===== config.mk =====
export PLATFORM = sky130hd
export DESIGN_NAME = ps2_mouse_packet
export DESIGN_NICKNAME = d
export VERILOG_FILES = /design/src/rtl/ps2_mouse_packet_pkg.sv /design/src/rtl/ps2_mouse_packet_gap_timer.sv /design/src/rtl/ps2_mouse_packet.sv
export SDC_FILE = /design/constraint.sdc
export NUM_CORES = 1
export LEC_CHECK = 0
export CELL_PAD_IN_SITES_DETAIL_PLACEMENT = 0
export CELL_PAD_IN_SITES_GLOBAL_PLACEMENT = 1
export CORE_ASPECT_RATIO = 0.7
export CORE_UTILIZATION = 40
export DETAILED_ROUTE_END_ITERATION = 8
export PLACE_DENSITY_LB_ADDON = 0.1
export SYNTH_ARGS = -nofsm -noshare
export SYNTH_HDL_FRONTEND = slang
export SYNTH_SLANG_ARGS = --single-unit

===== constraint.sdc =====
create_clock -name clk -period 2.95 [get_ports clk]
set_input_delay 0.59 -clock clk [delete_from_list [all_inputs] [get_ports clk]]
set_output_delay 0.59 -clock clk [all_outputs]
set_load 0.1 [all_outputs]

===== src/rtl/ps2_mouse_packet_pkg.sv =====
// Shared constants, state encoding and delta formatting for the PS/2 mouse packet assembler.
package ps2_mouse_packet_pkg;

  localparam logic [7:0] CMD_STREAM_EN = 8'hF4;
  localparam logic [7:0] ACK           = 8'hFA;

  localparam int SYNC = 3;
  localparam int XS   = 4;
  localparam int YS   = 5;
  localparam int XO   = 6;
  localparam int YO   = 7;

  typedef enum logic [2:0] {
    INIT_SEND,
    INIT_TX,
    INIT_ACK,
    B1,
    B2,
    B3,
    DONE
  } state_t;

  // Overflowed axes clamp to +/-255 in 9-bit two's complement.
  function automatic logic [8:0] axis_delta(input logic sign, input logic ovf,
                                            input logic [7:0] mag);
    logic [8:0] res;
    if (ovf) res = sign ? 9'h101 : 9'h0FF;
    else     res = {sign, mag};
    return res;
  endfunction

endpackage


===== src/rtl/ps2_mouse_packet_gap_timer.sv =====
// Clear/enable up-counter with a one-cycle expire strobe every TIMEOUT_CYCLES enabled cycles.
module ps2_mouse_packet_gap_timer #(
  parameter int TIMEOUT_CYCLES = 2_500_000,
  parameter int CNT_W          = 22
) (
  input  logic clk,
  input  logic rst_n,
  input  logic clr,
  input  logic en,
  output logic expire
);

  localparam logic [CNT_W-1:0] LAST = CNT_W'(TIMEOUT_CYCLES - 1);

  logic [CNT_W-1:0] cnt;

  // A clear in the same cycle suppresses expiry, so an arriving byte wins.
  assign expire = en && !clr && (cnt == LAST);

  always_ff @(posedge clk or negedge rst_n) begin
    if (!rst_n)               cnt <= '0;
    else if (clr || expire)   cnt <= '0;
    else if (en)              cnt <= cnt + CNT_W'(1);
  end

endmodule


===== src/rtl/ps2_mouse_packet.sv =====
// Enables PS/2 mouse streaming, then assembles 3-byte movement packets into deltas and buttons.
module ps2_mouse_packet
  import ps2_mouse_packet_pkg::*;
#(
  parameter int TIMEOUT_CYCLES = 2_500_000,
  parameter int CNT_W          = 22
) (
  input  logic       clk,
  input  logic       rst_n,
  input  logic [7:0] rx_data,
  input  logic       rx_done_tick,
  input  logic       tx_done_tick,
  output logic [7:0] tx_data,
  output logic       wr_ps2,
  output logic [8:0] xChange,
  output logic [8:0] yChange,
  output logic [2:0] btn,
  output logic       m_done_tick
);

  // state     | meaning
  // INIT_SEND | request transmit of 0xF4
  // INIT_TX   | wait for transmitter to finish
  // INIT_ACK  | wait for 0xFA, timed
  // B1        | wait for header byte with sync bit set, untimed
  // B2        | wait for X byte, timed
  // B3        | wait for Y byte, timed
  // DONE      | new packet presented; a byte here is treated as a header

  state_t     state, next_state;
  logic       tmr_clr, tmr_en, tmr_expire;
  logic       ld_b1, ld_b2, pkt_done;
  logic [7:0] b1, b2;

  ps2_mouse_packet_gap_timer #(
    .TIMEOUT_CYCLES (TIMEOUT_CYCLES),
    .CNT_W          (CNT_W)
  ) u_gap_timer (
    .clk    (clk),
    .rst_n  (rst_n),
    .clr    (tmr_clr),
    .en     (tmr_en),
    .expire (tmr_expire)
  );

  always_ff @(posedge clk or negedge rst_n) begin
    if (!rst_n) state <= INIT_SEND;
    else        state <= next_state;
  end

  always_comb begin
    next_state = state;
    tmr_en     = 1'b0;
    tmr_clr    = 1'b1;
    ld_b1      = 1'b0;
    ld_b2      = 1'b0;
    pkt_done   = 1'b0;
    case (state)
      INIT_SEND: next_state = INIT_TX;
      INIT_TX:   if (tx_done_tick) next_state = INIT_ACK;
      INIT_ACK: begin
        tmr_en  = 1'b1;
        tmr_clr = rx_done_tick && (rx_data == ACK);
        if (rx_done_tick) begin
          if (rx_data == ACK) next_state = B1;
        end else if (tmr_expire) begin
          next_state = INIT_SEND;
        end
      end
      B1, DONE: begin
        if (rx_done_tick && rx_data[SYNC]) begin
          ld_b1      = 1'b1;
          next_state = B2;
        end else begin
          next_state = B1;
        end
      end
      B2: begin
        tmr_en  = 1'b1;
        tmr_clr = rx_done_tick;
        if (rx_done_tick) begin
          ld_b2      = 1'b1;
          next_state = B3;
        end else if (tmr_expire) begin
          next_state = B1;
        end
      end
      B3: begin
        tmr_en  = 1'b1;
        tmr_clr = rx_done_tick;
        if (rx_done_tick) begin
          pkt_done   = 1'b1;
          next_state = DONE;
        end else if (tmr_expire) begin
          next_state = B1;
        end
      end
      default: next_state = INIT_SEND;
    endcase
  end

  always_ff @(posedge clk or negedge rst_n) begin
    if (!rst_n) begin
      b1 <= '0;
      b2 <= '0;
    end else begin
      if (ld_b1) b1 <= rx_data;
      if (ld_b2) b2 <= rx_data;
    end
  end

  // The third byte feeds the output registers directly, so results appear during DONE.
  always_ff @(posedge clk or negedge rst_n) begin
    if (!rst_n) begin
      tx_data     <= CMD_STREAM_EN;
      wr_ps2      <= 1'b0;
      xChange     <= '0;
      yChange     <= '0;
      btn         <= '0;
      m_done_tick <= 1'b0;
    end else begin
      tx_data     <= CMD_STREAM_EN;
      wr_ps2      <= (state == INIT_SEND);
      m_done_tick <= pkt_done;
      if (pkt_done) begin
        btn     <= b1[2:0];
        xChange <= axis_delta(b1[XS], b1[XO], b2);
        yChange <= axis_delta(b1[YS], b1[YO], rx_data);
      end
    end
  end

endmodule


==> summary.txt <==
Status
  • Result of the run: complete, no violations

Routing
  • First-iteration detailed-routing DRC count: 91
  • First-pass iteration count of the detailed router: 4
  • Avg Vias per Cell: 5.11
  • Routed vias: 2208
  • Drt drc: 0
  • Count of nets left with antenna violations after detail routing: 0
  • Final Routed Wirelength: 6.50 mm
  • Detailed-route wire length per cell: 15.1 µm

CTS
  • CTS tree: built
  • # Post-CTS Setup Buffers: 0
  • Number of buffers created by CTS: 9
  • Cts hold-fix bufs: 0
  • TritonCTS Sinks: 63
  • Worst skew pair latency: 0.33 ns
  • Max clock buf depth: 2
  • Root Buffer Master: sky130_fd_sc_hd__clkbuf_8
  • Count of H-tree levels built during CTS: 3
  • Post-CTS resize count: 0
  • Clock-pin transition on the worst setup and hold timing paths: 0.07 ns

Logic synthesis
  • FFs w/ async S/R, synth: 100%
  • Number of enable-type register cells in the synthesized netlist: 0
  • Yosys reg bits: 63
  • Synthesized area per cell: 9.86 µm²
  • Cell Area, Synth: 2950 µm²
  • Sequential cell area fraction in the yosys report: 53.5%
  • Warnings, synthesis: 0
  • Main flop type after synthesis: sky130_fd_sc_hd__dfrtp_1
  • Number of distinct library cell variants in the gate-level netlist after synthesis: 46
  • Synthesized instance count: 299

Floorplan
  • Floorplan die width: 105 µm
  • Num ports: 43
  • Area of the placeable core: 6940 µm²
  • Die height: 73.8 µm
  • Initial core utilization: 42.5%
  • # rows: 25
  • Area of the die: 7730 µm²

Critical path
  • Delay-heaviest family, CP: simple AND/OR/NAND/NOR gates
  • Crit-path max FO: 7
  • Start point of the critical path: u_gap_timer.cnt[0]$_DFFE_PN0P_
  • CP Launch Type: flip-flop
  • Ordered list of cells on the worst path: ha_1 > nand3_1 > or4_1 > or3_1 > a21oi_1
  • Required arrival time at the worst endpoint: 3.21 ns
  • CP max-delay cell: sky130_fd_sc_hd__or4_1
  • CP max stage delay: 0.70 ns
  • Category of the worst setup path capture point: flip-flop
  • WS Path Type: flip-flop to flip-flop
  • Data arrival time at the worst-slack endpoint: 2.43 ns
  • Number of buffers and inverters on the critical path: 0
  • Crit Reg-Reg Startpoint: u_gap_timer.cnt[0]$_DFFE_PN0P_

Placed design
  • IO buf count: 34
  • Global placer's final weighted congestion: 0.796
  • Setup Slack @ Placement: 0.515 ns
  • HPWL Detailed: 4.56 mm

Timing
  • Final hold violations: 0
  • Unrepaired setup endpoints after global routing: false
  • Normalized max-slew margin: 58.1%
  • Worst Setup Slack, final: 0.781 ns
  • Maximum clock skew at final layout: 0.00842 ns
  • Worst hold margin: 0.273 ns
  • Time the final worst path needs with I/O delays and setup: 2.17 ns
  • Setup violation total in the final timing report: 0
  • Max Transition Viols Final: 0
  • Max Fclk: 0.461 GHz
  • Final cycle utilization of the critical path: 73.5%
  • Total Neg Setup Slack: 0 ns
  • Slew of the pin with the lowest slew margin: 0.628 ns

Cells and area
  • Final Core Density: 50.7%
  • Layout net count: 347
  • Fraction of layout cells with a size suffix above 1: 19.5%
  • Relative area change from synthesis to final layout: 19.4%
  • N_diodes: 0
  • Most common cell after layout, fill and taps aside: sky130_fd_sc_hd__dfrtp_1
  • Commonest cells after routing, fill and taps aside: 63 x sky130_fd_sc_hd__dfrtp_1, 43 x sky130_fd_sc_hd__nand2_1, 29 x sky130_fd_sc_hd__o21ai_0
  • Count of fill cells added during filler insertion: 670

GRT
  • Initial antenna violation count: 0
  • First-pass GRT wire length: 10.9 mm
  • Total grt overflow: 0
  • Overall routing resource usage: 18.7%
  • Via count of the first global-routing pass: 2078
  • Pin count of the biggest net entering global routing: 39

Power and ir drop
  • Static Leakage: 0.00154 µW
  • VDD IR-drop max: 0.803 mV
  • Power Density: 1160 nW/µm²

Job
  • Number of max-capacitance violations reported: 0

Worst hold path
  • Type of the most critical hold path: primary input to async pin
==> synth_stat cells (2+ instances only) <==
cell type / count / area (µm²)
sky130_fd_sc_hd__a21oi_1: 16 / 80.1
sky130_fd_sc_hd__and2_1: 2 / 12.5
sky130_fd_sc_hd__and3_1: 4 / 25.0
sky130_fd_sc_hd__buf_4: 8 / 60.1
sky130_fd_sc_hd__clkbuf_1: 12 / 45.0
sky130_fd_sc_hd__conb_1: 2 / 7.51
sky130_fd_sc_hd__dfrtp_1: 63 / 1580
sky130_fd_sc_hd__inv_1: 8 / 30.0
sky130_fd_sc_hd__mux2_2: 14 / 158
sky130_fd_sc_hd__nand2_1: 43 / 161
sky130_fd_sc_hd__nand2b_1: 3 / 18.8
sky130_fd_sc_hd__nand3_1: 7 / 35.0
sky130_fd_sc_hd__nand4_1: 3 / 18.8
sky130_fd_sc_hd__nand4_2: 2 / 25.0
sky130_fd_sc_hd__nand4b_1: 2 / 17.5
sky130_fd_sc_hd__nor2_1: 20 / 75.1
sky130_fd_sc_hd__nor3_1: 8 / 40.0
sky130_fd_sc_hd__nor4_1: 4 / 25.0
sky130_fd_sc_hd__nor4bb_1: 2 / 20.0
sky130_fd_sc_hd__o21a_1: 3 / 22.5
sky130_fd_sc_hd__o21ai_0: 29 / 145
sky130_fd_sc_hd__o22ai_1: 2 / 12.5
sky130_fd_sc_hd__or3_1: 6 / 37.5
sky130_fd_sc_hd__or4_1: 3 / 22.5
sky130_fd_sc_hd__xnor2_1: 10 / 87.6
sky130_fd_sc_hd__xor2_1: 3 / 26.3
==> cell type report <==
type | instances | area (µm²) | share of cell area, %
Inverter | 9 | 33.8 | 0.959
Clock inverter | 4 | 70.1 | 1.99
Tap cell | 94 | 118 | 3.34
Timing Repair Buffer | 40 | 335 | 9.52
Clock buffer | 11 | 141 | 4.01
Multi-Input combinational cell | 211 | 1250 | 35.4
Sequential cell | 63 | 1580 | 44.8
==> power breakdown <==
part	internal, µW	switching, µW	total, µW
logic	484	1450	1940
registers	1130	228	1350
clock network	492	319	811
==> per-stage QoR <==
stage	total power, µW	instance area (µm²)	cells
finish	4100	3520	432
global route	4330	3520	432
CTS	4140	3520	432
detailed placement	3310	3310	417
global placement	3290	3310	417
floorplan	2850	2970	305
==> worst reg2reg max path: cells and delay by family, from the launching register on <==
kind,cells,cell delay [ns]
AO/OA/AOI/OAI,1,0.15
flip-flops,1,0.41
adder cells (fa/ha/maj),1,0.24
AND/OR/NAND/NOR,3,1.30
==> kinds of logic after synthesis <==
kind of cell	Yosys count	share of synthesized area, %
buffers and inverters	31	5.01
flip-flops	63	53.5
AND/OR/NAND/NOR	115	19.8
other	2	0.255
adder cells (fa/ha/maj)	2	0.764
XOR/XNOR	13	3.86
AO/OA/AOI/OAI	59	11.5
multiplexers	14	5.35
==> routing by layer <==
| metal | track usage (%) | up-vias | share of wire (%) |
|---|---|---|---|
| li1 | - | 1097 | - |
| met1 | 28.7 | 1058 | 56 |
| met2 | 24.5 | 44 | 39 |
| met3 | 5.24 | 9 | 3.9 |
| met4 | 6.57 | 0 | 1.3 |
| met5 | 0 | - | 0 |
==> worst paths after layout <==
kind                                              endpoint  slack [ns]  cells after the start
max                        u_gap_timer.cnt[18]$_DFFE_PN0P_        0.78                      5
min                        u_gap_timer.cnt[21]$_DFFE_PN0P_        0.27                      1
max reg2reg                u_gap_timer.cnt[18]$_DFFE_PN0P_        0.78                      5
min reg2reg                         xChange[3]$_DFFE_PN0P_        0.48                      2
max in group asynchronous                b2[4]$_DFFE_PN0P_        1.94                      2
min in group clk                    xChange[3]$_DFFE_PN0P_        0.48                      2
==> flip-flops by register name, summed over array words and instances, names as in the netlist <==
name             cells
u_gap_timer.cnt     22
xChange              9
yChange              9
b2                   8
b1                   7
btn                  3
state                3
m_done_tick          1
wr_ps2               1
Power figures use the tool's default switching activity.
